===== src/rtl/regfile_wb_arbiter.sv =====
// Round-robin arbiter sharing the register file write port between ALU (A) and load unit (B).
// Optional WB_ZERO_DROP_EN: accepted writes to register 0 are dropped (hardwired-zero r0).
`ifndef ASIZE
`define ASIZE 5
`endif
`ifndef DSIZE
`define DSIZE 32
`endif

module regfile_wb_arbiter #(
    parameter int ASIZE = `ASIZE,
    parameter int DSIZE = `DSIZE,
    parameter int CNTW  = 8
) (
    input  logic             clk,
    input  logic             rst,
    input  logic             hold,
    input  logic             a_valid,
    input  logic [ASIZE-1:0] a_addr,
    input  logic [DSIZE-1:0] a_data,
    output logic             a_ready,
    input  logic             b_valid,
    input  logic [ASIZE-1:0] b_addr,
    input  logic [DSIZE-1:0] b_data,
    output logic             b_ready,
    output logic             wen,
    output logic [ASIZE-1:0] waddr,
    output logic [DSIZE-1:0] wdata,
    output logic [CNTW-1:0]  conflicts
);

    logic             last_b;
    logic             grant_a;
    logic             grant_b;
    logic             write;
    logic             conflict;
    logic [ASIZE-1:0] sel_addr;
    logic [DSIZE-1:0] sel_data;

    always_comb begin
        conflict = a_valid & b_valid & ~hold;
        // On conflict the source that did not win last time goes first.
        grant_a  = ~rst & ~hold & a_valid & (~b_valid | last_b);
        grant_b  = ~rst & ~hold & b_valid & (~a_valid | ~last_b);
        sel_addr = grant_b ? b_addr : a_addr;
        sel_data = grant_b ? b_data : a_data;
`ifdef WB_ZERO_DROP_EN
        write    = (grant_a | grant_b) & (sel_addr != '0);
`else
        write    = grant_a | grant_b;
`endif
    end

    assign a_ready = grant_a;
    assign b_ready = grant_b;

    always_ff @(posedge clk) begin
        if (rst) begin
            wen       <= 1'b0;
            waddr     <= '0;
            wdata     <= '0;
            conflicts <= '0;
            last_b    <= 1'b0;
        end else begin
            wen <= write;
            if (write) begin
                waddr <= sel_addr;
                wdata <= sel_data;
            end
            if (grant_b) begin
                last_b <= 1'b1;
            end else if (grant_a) begin
                last_b <= 1'b0;
            end
            if (conflict && (conflicts != {CNTW{1'b1}})) begin
                conflicts <= conflicts + 1'b1;
            end
        end
    end

endmodule

===== config.mk =====
export PLATFORM = sky130hd
export DESIGN_NAME = regfile_wb_arbiter
export DESIGN_NICKNAME = d
export VERILOG_FILES = /design/src/rtl/regfile_wb_arbiter.sv
export SDC_FILE = /design/constraint.sdc
export NUM_CORES = 1
export LEC_CHECK = 0
export ABC_CLOCK_PERIOD_IN_PS = 1600
export BUFFER_PORTS_ARGS = -buffer_cell sky130_fd_sc_hd__buf_2
export CAP_MARGIN = 20
export CORE_ASPECT_RATIO = 0.75
export CORE_MARGIN = 1.5
export CORE_UTILIZATION = 35
export CTS_CLUSTER_SIZE = 24
export DETAILED_ROUTE_END_ITERATION = 10
export GPL_ROUTABILITY_DRIVEN = 0
export PLACE_DENSITY = 0.66
export SYNTH_ARGS = -nofsm -noshare
export SYNTH_HDL_FRONTEND = slang
export SYNTH_SLANG_ARGS = --single-unit

===== constraint.sdc =====
create_clock -name clk -period 1.6 [get_ports clk]
set_input_delay 0.32 -clock clk [delete_from_list [all_inputs] [get_ports clk]]
set_output_delay 0.32 -clock clk [all_outputs]
set_load 0.02 [all_outputs]

==> summary.md, run 1 <==
| Metric | Value |
|---|---|
| GRT overflow | 0 |
| Final nets | 467 |
| WP data arrival | 1.20 ns |
| YS warnings | 0 |
| Row count | 25 |
| DRT antenna net count | 0 |
| RSZ-0062 raised after global routing | false |
| Clock transition at path regs | 0.08 ns |
| Tot GR Track Use | 18.6% |
| Cells on worst reg2reg path | 5 |
| Layout cell share with drive strength beyond 1 | 49.6% |
| Async S/R FF share, synth | 0% |
| Yosys reg bits | 47 |
| Starting Density | 36.1% |
| Root Driver | clkbuf_8 |
| PnR Total Power | 2.60 mW |
| Final Hold Vio Count | 0 |
| Via/cell ratio | 4.95 |
| Cell count after synthesis | 260 |
| Top Metal Used | met4 |
| TNS Setup | 0 ns |
| Cell area after synthesis | 0.00226 mm2 |
| Port Buffers | 126 |
| Pre-CTS WS | 0.0170 ns |
| Residual DRC count | 0 |
| Mapped Nets | 340 |
| Chip Height | 72.5 um |
| Startpoint types | flip-flop |
| Area added between synthesis and finish | 38.1% |
| Die W | 95.7 um |
| Placed cell count | 461 |
| IR Drop Worst-Case VDD | 394 uV |
| Wl on met1 | 2900 um |
| Area share of the largest cell type after synthesis | 41.7% |
| Seq/Total Area, Yosys | 41.7% |
| Initial drt markers | 75 |
| Slew Limit Fails | 0 |
| Rel. slew slack | 60.0% |
| # H-tree levels | 2 |
| Post-Route Skew | 0.00319 ns |
| Final std cell area, no fill | 0.00312 mm2 |
| Global-route wire length before repair | 10,100 um |
| TritonCTS Buffers | 5 |
| Initial antenna violation count | 0 |
| Pwr dens | 836 mW/mm2 |
| Clk_lat worst skew | 0.29 ns |
| Fin cells | 468 |
| Top Ports | 127 |
| Post-synth EDFFs | 0 |
| Via count | 2,317 |
| Max Root-Sink Buffers | 2 |
| Hold WC Path Type | in -> reg |
| Post-synth top area cell | dfxtp_1 |
| Critical path peak fanout | 4 |
| Setup crit end kind | output port |
| Vias in the first global route | 2,238 |
| Ant diodes | 0 |
| Commonest cells post-synth | dfxtp_1, nor2_1, nand2_1 |
| Core region area | 0.00626 mm2 |
| Min Tclk post-route | 1.52 ns |
| Top-count cell post-synth | dfxtp_1 |
| # setup viols final | 0 |
| Post-DR wirelength/cell | 13.3 um |
| Met3 wire length | 458 um |
| Leakage | 1.42 nW |
| Top post-synthesis cells by area | dfxtp_1, a211oi_2, a21oi_2 |
| 1st-pass router iterations | 4 |
| Hold slack final | 0.302 ns |
| Status | finished clean |
| CTS tree | done |
| Worst hold path stage count | 3 |
| Max Cap Violations | 0 |
| CTS sink count | 47 |
| Worst-Margin Slew | 0.600 ns |
| Final wirelength | 6240 um |
| WL met2 | 2790 um |
| Post-route clock period utilization | 95.2% |
| Post-layout util | 49.8% |
| Detailed placement HPWL | 4470 um |
| Largest net degree at the start of global routing | 45 |
| Placed cell areas | 0.00301 mm2 |
| Hold-fix buffers, CTS | 0 |
| Crit path kind | reg -> out |
| Die Area | 0.00694 mm2 |
| Syn_area_per_cell | 8.68 um2 |
| Worst Setup Slack, final | 0.0761 ns |
| Critical path required time | 1.28 ns |
| Achievable Freq | 656 MHz |
| Cell variety after synth | 31 |
| Main synth FF type | dfxtp_1 |
worst max-delay path: stages, from the launching register on:
cell	delay [ns]
dfxtp_2	0.34
a211o_1	0.29
inv_2	0.12
buf_4	0.16
state kept, by name, summed over array words and instances, names as in the netlist:
name / flops
wdata: 32
conflicts: 8
waddr: 5
last_b: 1
wen: 1
layout by cell type (no fill, tap or decap), types with 2 or more instances in the layout:
cell	netlist	final
buf_4	3	15
a41o_1	2	2
nand3_1	2	2
buf_2	8	125
a31oi_1	2	2
buf_12	0	2
a211oi_1	21	21
nand2_1	41	41
clkbuf_8	0	5
nor2b_1	3	3
a21oi_1	19	19
nor2_1	44	44
a211oi_2	20	20
nand2b_1	2	2
dfxtp_1	47	46
a21oi_2	20	20
per-layer routing:
layer | vias to the layer above | global-route usage [%]
met4 | 0 | 5.88
met1 | 1072 | 23.8
met5 | - | 0
met2 | 76 | 30.7
met3 | 9 | 4.72
li1 | 1160 | -
path summary, 6_finish.rpt:
check | slack (ns) | end | start
max | 0.08 | b_ready | last_b$_SDFFE_PP0P_
min | 0.30 | wdata[10]$_SDFFE_PP0P_ | b_data[10]
max reg2reg | 0.19 | wdata[29]$_SDFFE_PP0P_ | last_b$_SDFFE_PP0P_
min reg2reg | 0.45 | last_b$_SDFFE_PP0P_ | last_b$_SDFFE_PP0P_
power by group:
part           switching (mW)  internal, mW
logic                   0.287         0.213
clock network           0.379         0.458
registers              0.0319          1.23
total                   0.697          1.91
layout make-up:
type / count / area, um2
clock buffers: 6 / 72.6
clock inverters: 1 / 30.0
fillers: 634 / 3140
inverters: 3 / 13.8
multi-input cells: 188 / 1180
flip-flops and latches: 47 / 942
well taps: 81 / 101
repair buffers: 142 / 778
kinds of logic after synthesis:
logic type / Yosys count / share of synthesized area (%)
XOR/XNOR: 2 / 0.777
adder cells (fa/ha/maj): 1 / 0.555
AND/OR/NAND/NOR: 96 / 17.3
buffers and inverters: 25 / 6.10
multiplexers: 2 / 0.943
flip-flops: 47 / 41.7
AO/OA/AOI/OAI: 87 / 32.6
what timing repair did:
item                       4_1_cts  5_1_grt
setup endpoints to repair        0        2
gates resized for setup          0        3
hold endpoints to repair         0        0
buffers inserted                 0        0
Power figures use the tool's default switching activity.
==> run 2, diff against run 1 <==
Settings changed: ABC_CLOCK_PERIOD_IN_PS 1600 to 1300, PLACE_DENSITY 0.66 to 0.68.
Clock period 1.6 ns to 1.3 ns, I/O delays scaled along.
==> run 2 against run 1 <==
Against the previous run:
- the run now ends with setup timing left
- routed wire length up 8.3%
- sequential power increased by 22%
- power rose by 23%
- worst setup slack worse by 0.26 ns
- clock power up 16%
- critical endpoint unchanged
- largest power group unchanged
- highest routed layer unchanged
==> summary.md, run 2 (synthesis gave the netlist of run 1 again) <==
| Metric | Value |
|---|---|
| Cells on worst reg2reg path | 7 (was 5) |
| Delay-heaviest family, CP | flip-flops (unchanged) |
| Post-Route Skew | 0.00540 ns (was 0.00319 ns) |
| Residual DRC count | 0 (unchanged) |
| Worst-Margin Slew | 0.438 ns (was 0.600 ns) |
| Worst hold path stage count | 3 (unchanged) |
| Pwr dens | 931 mW/mm2 (was 836 mW/mm2) |
| Row count | 25 (unchanged) |
| IR Drop Worst-Case VDD | 562 uV (was 394 uV) |
| Root Driver | clkbuf_8 (unchanged) |
| Detailed placement HPWL | 4420 um (was 4470 um) |
| Via count | 2,390 (was 2,317) |
| Failing checks | setup timing |
| Critical path peak fanout | 3 (was 4) |
| CP cell instances | a211o_1 > inv_2 > buf_12 > buf_8 (was a211o_1 > inv_2 > buf_4) |
| TritonCTS Buffers | 5 (unchanged) |
| Max Root-Sink Buffers | 2 (unchanged) |
| 1st-pass router iterations | 4 (unchanged) |
| Status | complete, but fails checks (was finished clean) |
| Rel. slew slack | 70.8% (was 60.0%) |
| Vias in the first global route | 2,236 (was 2,238) |
| Starting Density | 36.1% (unchanged) |
| WP data arrival | 1.22 ns (was 1.20 ns) |
| Hold Path Origin | b_data[9] (was b_data[10]) |
| Post-DR wirelength/cell | 13.9 um (was 13.3 um) |
| Slew Limit Fails | 0 (unchanged) |
| Via/cell ratio | 4.92 (was 4.95) |
| Clk_lat worst skew | 0.30 ns (was 0.29 ns) |
| Hold WC Path Type | in -> reg (unchanged) |
| Ant diodes | 0 (unchanged) |
| Min Tclk post-route | 1.48 ns |
| Chip Height | 72.5 um (unchanged) |
| Final wirelength | 6750 um (was 6240 um) |
| Hold-fix buffers, CTS | 0 (unchanged) |
| CTS tree | done (unchanged) |
| Core region area | 0.00626 mm2 (unchanged) |
| Setup crit end kind | output port (unchanged) |
| Port Buffers | 126 (unchanged) |
| Startpoint types | flip-flop (unchanged) |
| End of the worst register-to-register path | wdata[28]$_SDFFE_PP0P_ (was wdata[29]$_SDFFE_PP0P_) |
| RSZ-0062 raised after global routing | true (was false) |
| Placed cell areas | 0.00310 mm2 (was 0.00301 mm2) |
| Worst Setup Slack, final | -0.182 ns (was 0.0761 ns) |
| DRT antenna net count | 0 (unchanged) |
| WHS Endpoint | wdata[9]$_SDFFE_PP0P_ (was wdata[10]$_SDFFE_PP0P_) |
| Max incr delay on CP | 0.34 ns (about the same) |
| Crit-path slowest cell | dfxtp_2 (unchanged) |
| # H-tree levels | 2 (unchanged) |
| Die Area | 0.00694 mm2 (unchanged) |
| Reg-to-Reg Start | last_b$_SDFFE_PP0P_ (unchanged) |
| TNS Setup | -1.96 ns (was 0 ns) |
| Global-route wire length before repair | 10,200 um (was 10,100 um) |
| Final std cell area, no fill | 0.00343 mm2 (was 0.00312 mm2) |
| Die W | 95.7 um (unchanged) |
| GRT overflow | 0 (unchanged) |
| Initial drt markers | 54 (was 75) |
| # setup viols final | 39 (was 0) |
| Post-route clock period utilization | 114% |
| Max Cap Violations | 0 (unchanged) |
| Final Hold Vio Count | 0 (unchanged) |
| Layout cell share with drive strength beyond 1 | 56.8% (was 49.6%) |
| Final nets | 484 (was 467) |
| Largest net degree at the start of global routing | 39 (was 45) |
| Crit path kind | reg -> out (unchanged) |
| Register name with the most flops | wdata (unchanged) |
| Tot GR Track Use | 19.0% (was 18.6%) |
| Most frequent cells in the layout | buf_2, nor2_1, nand2_1, dfxtp_1, a211oi_2 (was buf_2, dfxtp_1, nor2_1) |
| Levels on crit path | 4 (was 3) |
| Worst path bufs/invs | 3 (was 2) |
| Critical path required time | 1.04 ns (was 1.28 ns) |
| Top Ports | 127 (unchanged) |
| Commonest non-fill, non-tap cell in the layout | buf_2 (unchanged) |
| Initial antenna violation count | 0 (unchanged) |
| Leakage | 1.55 nW (was 1.42 nW) |
| Biggest regs | wdata (32), conflicts (8), waddr (5) (unchanged) |
| Area added between synthesis and finish | 52.1% (was 38.1%) |
| Reg2reg setup slack | -0.11 ns (was 0.19 ns) |
| Largest register FFs | 32 (unchanged) |
| Clock transition at path regs | 0.09 ns (was 0.08 ns) |
| CTS sink count | 47 (unchanged) |
| Achievable Freq | 675 MHz |
| PnR Total Power | 3.20 mW (was 2.60 mW) |
run 2: cell count changes in the layout (fill, tap and decap cells not counted), sizes merged:
cell | previous run | this run
bufinv | 1 | 0
clkbuf | 6 | 9
buf | 142 | 158
run 2: per-layer routing:
layer	part of all wire, %	track usage, %	up-vias
met2	47	32.2	83
met4	1.9	7.03	0
met5	0	0	-
met1	46	23.7	1101
li1	-	-	1195
met3	5.8	3.67	11
run 2: cell type report:
| type | count | area (um2) |
|---|---|---|
| Inverter | 3 | 13.8 |
| Tap cell | 81 | 101 |
| Fill cell | 599 | 2820 |
| Timing Repair Buffer | 159 | 1020 |
| Sequential cell | 47 | 965 |
| Multi-Input combinational cell | 188 | 1230 |
| Clock buffer | 8 | 100 |
run 2: worst reg2reg max path, stage by stage (launching register included):
cell and delay [ns]:
dfxtp_2 0.34, a211o_1 0.28, inv_2 0.10, buf_12 0.11
buf_4 0.17, buf_4 0.13, a21oi_2 0.03, a211oi_2 0.20
run 2: repair_timing:
item	CTS	global route
resized for setup	14	16
setup buffers	6	1
setup endpoints to repair	42	44
endpoints found under the hold margin	0	0
gates cloned	2	1
pin swaps	5	8
run 2: worst max-delay path by stage:
stage	slack, ns	endpoint	from
2_1_floorplan	-0.02	conflicts[3]$_SDFFE_PP0P_	conflicts[4]$_SDFFE_PP0P_
3_3_place_gp	-0.16	wdata[12]$_SDFFE_PP0P_	hold
3_5_place_dp	-0.22	wdata[13]$_SDFFE_PP0P_	hold
4_1_cts	-0.22	b_ready	last_b$_SDFFE_PP0P_
5_1_grt	-0.23	b_ready	last_b$_SDFFE_PP0P_
6_report	-0.18	b_ready	last_b$_SDFFE_PP0P_
run 2: report_power, final:
group          total (mW)  internal, mW  switching, mW  leakage (nW)
Sequential           1.55          1.51         0.0387         0.390
Clock               0.967         0.486          0.481        0.0515
Combinational       0.680         0.308          0.372          1.11
run 2: metrics by stage:
step	worst slack [ns]	std cells	hold slack (ns)	util, %
6_report	-0.182	486	0.239	54.9
3_5_place_dp	-0.219	468	0.449	49.6
2_1_floorplan	-0.0178	260	0.443	-
3_3_place_gp	-0.158	468	0.445	49.6
4_1_cts	-0.221	484	0.231	53.6
5_1_grt	-0.231	486	0.236	54.9
==> run 3, diff against run 2 <==
Settings changed: CORE_UTILIZATION 35 to 30, PLACE_DENSITY 0.68 to default.
==> run 3 against run 2 <==
Against the previous run:
- the flow still finishes with violations (setup timing)
- hold slack lost 0.0019 ns
- routed wire length grew 5.6%
- register-to-register slack gained 0.02 ns
- final cell count grew 6.0%
- worst setup slack gained 0.0038 ns
- flip-flop and latch count is the same
- first-iteration DRC count grew 5.6%
- via count grew 1.6%
- largest cell class unchanged
==> summary.md, run 3 (synthesis gave the netlist of run 1 again) <==
| Metric | Value |
|---|---|
| Cells on worst reg2reg path | 6 (was 7) |
| Biggest regs | wdata (32), conflicts (8), waddr (5) (unchanged) |
| Layout cell share with drive strength beyond 1 | 59.4% (was 56.8%) |
| Min Tclk post-route | 1.48 ns (about the same) |
| Crit path kind | reg -> out (unchanged) |
| Worst path bufs/invs | 3 (unchanged) |
| PnR Total Power | 3.59 mW (was 3.20 mW) |
| Detailed placement HPWL | 4600 um (was 4420 um) |
| TritonCTS Buffers | 5 (unchanged) |
| Hold Path Origin | b_data[10] (was b_data[9]) |
| Hold slack final | 0.237 ns (was 0.239 ns) |
| Port Buffers | 126 (unchanged) |
| Via/cell ratio | 4.72 (was 4.92) |
| Largest net degree at the start of global routing | 39 (unchanged) |
| Post-layout util | 49.7% (was 54.9%) |
| DRT antenna net count | 0 (unchanged) |
| Chip Height | 78.1 um (was 72.5 um) |
| Setup crit end kind | output port (unchanged) |
| Pwr dens | 991 mW/mm2 (was 931 mW/mm2) |
| Worst Setup Slack, final | -0.178 ns (was -0.182 ns) |
| Root Driver | clkbuf_8 (unchanged) |
| # setup viols final | 32 (was 39) |
| Ant diodes | 0 (unchanged) |
| Initial drt markers | 57 (was 54) |
| Leakage | 1.65 nW (was 1.55 nW) |
| Core region area | 0.00730 mm2 (was 0.00626 mm2) |
| Status | complete, but fails checks (unchanged) |
| Top Ports | 127 (unchanged) |
| Initial antenna violation count | 0 (unchanged) |
| Slew Limit Fails | 0 (unchanged) |
| Reg-to-Reg Start | last_b$_SDFFE_PP0P_ (unchanged) |
| Final wirelength | 7140 um (was 6750 um) |
| Register name with the most flops | wdata (unchanged) |
| Vias in the first global route | 2,325 (was 2,236) |
| WP data arrival | 1.22 ns (about the same) |
| CTS sink count | 47 (unchanged) |
| GRT overflow | 0 (unchanged) |
| Max Root-Sink Buffers | 2 (unchanged) |
| End of the worst register-to-register path | wdata[31]$_SDFFE_PP0P_ (was wdata[28]$_SDFFE_PP0P_) |
| Pre-CTS WS | -0.211 ns (was -0.219 ns) |
| Post-route clock period utilization | 114% (about the same) |
| Via count | 2,429 (was 2,390) |
| IR Drop Worst-Case VDD | 687 uV (was 562 uV) |
| TNS Setup | -1.62 ns (was -1.96 ns) |
| Post-DR wirelength/cell | 13.9 um (about the same) |
| Die W | 103 um (was 95.7 um) |
| Max Cap Violations | 0 (unchanged) |
| WHS Endpoint | wdata[10]$_SDFFE_PP0P_ (was wdata[9]$_SDFFE_PP0P_) |
| Max incr delay on CP | 0.34 ns (about the same) |
| Achievable Freq | 677 MHz (was 675 MHz) |
| Die Area | 0.00805 mm2 (was 0.00694 mm2) |
| Fillcell total | 725 (was 599) |
| Clk_lat worst skew | 0.30 ns (about the same) |
| Most frequent cells in the layout | buf_2, nor2_1, nand2_1, dfxtp_1, buf_4 (was buf_2, nor2_1, nand2_1, dfxtp_1, a211oi_2) |
| CP cell instances | a211o_1 > inv_2 > buf_6 > buf_6 (was a211o_1 > inv_2 > buf_12 > buf_8) |
| Critical path required time | 1.04 ns (about the same) |
| Hold WC Path Type | in -> reg (unchanged) |
| Reg2reg setup slack | -0.09 ns (was -0.11 ns) |
| # H-tree levels | 2 (unchanged) |
| Final Hold Vio Count | 0 (unchanged) |
| Startpoint types | flip-flop (unchanged) |
| 1st-pass router iterations | 4 (unchanged) |
| Worst-Margin Slew | 0.509 ns (was 0.438 ns) |
| Rel. slew slack | 66.1% (was 70.8%) |
| Clock transition at path regs | 0.10 ns (was 0.09 ns) |
| Delay-heaviest family, CP | flip-flops (unchanged) |
| Area added between synthesis and finish | 60.7% (was 52.1%) |
| Final std cell area, no fill | 0.00363 mm2 (was 0.00343 mm2) |
| Fin cells | 515 (was 486) |
| Residual DRC count | 0 (unchanged) |
| Worst hold path stage count | 3 (unchanged) |
| Top cell by count, worst path | buf_6 |
| Row count | 27 (was 25) |
| Commonest non-fill, non-tap cell in the layout | buf_2 (unchanged) |
| Starting Density | 30.9% (was 36.1%) |
| CTS tree | done (unchanged) |
| Tot GR Track Use | 16.8% (was 19.0%) |
| Placed cell areas | 0.00314 mm2 (was 0.00310 mm2) |
| Largest register FFs | 32 (unchanged) |
| RSZ-0062 raised after global routing | true (unchanged) |
| Post-Route Skew | 0.00657 ns (was 0.00540 ns) |
| Placed cell count | 493 (was 468) |
| Critical path peak fanout | 3 (unchanged) |
| Global-route wire length before repair | 10,700 um (was 10,200 um) |
| Crit-path slowest cell | dfxtp_2 (unchanged) |
| Final nets | 493 (was 484) |
| Failing checks | setup timing (unchanged) |
-- run 3: worst max-delay path by stage --
stage / startpoint / end / slack [ns] / cells past startpoint
floorplan: conflicts[4]$_SDFFE_PP0P_ / conflicts[3]$_SDFFE_PP0P_ / -0.02 / 5
global placement: hold / wdata[3]$_SDFFE_PP0P_ / -0.17 / 7
detailed placement: hold / wdata[7]$_SDFFE_PP0P_ / -0.21 / 7
CTS: last_b$_SDFFE_PP0P_ / b_ready / -0.23 / 4
global route: last_b$_SDFFE_PP0P_ / b_ready / -0.23 / 4
finish: last_b$_SDFFE_PP0P_ / b_ready / -0.18 / 4
-- run 3: area by class of cell --
class | instances | area (um2) | area share [%]
Multi-Input combinational cell | 188 | 1250 | 34.6
Timing Repair Buffer | 168 | 1130 | 31.1
Sequential cell | 47 | 962 | 26.5
Tap cell | 101 | 126 | 3.49
Clock inverter | 3 | 71.3 | 1.97
Clock buffer | 5 | 68.8 | 1.90
Inverter | 3 | 13.8 | 0.380
-- run 3: report_power, final --
part | leakage [nW] | internal, mW | switching [mW]
clock network | 0.0703 | 0.781 | 0.547
registers | 0.390 | 1.51 | 0.0380
logic | 1.19 | 0.331 | 0.384
total | 1.65 | 2.62 | 0.969
-- run 3: worst min-delay path, cell delays in order --
cell and delay, ns:
buf_2 0.09, nor2_1 0.09, a211oi_1 0.05
-- run 3: timing repair --
action / 4_1_cts / 5_1_grt
setup buffers: 4 / 6
setup endpoints to repair: 40 / 45
pin swaps: 3 / 15
resized for setup: 14 / 28
gates cloned: 2 / 3
hold buffers: 0 / 0
-- run 3: metal layers --
metal | global-route usage [%] | share of wire [%] | vias to the layer above
li1 | - | - | 1215
met1 | 20.6 | 46 | 1129
met2 | 29.5 | 47 | 81
met3 | 3.92 | 6.2 | 4
met4 | 4.05 | 0.66 | 0
met5 | 0 | 0 | -
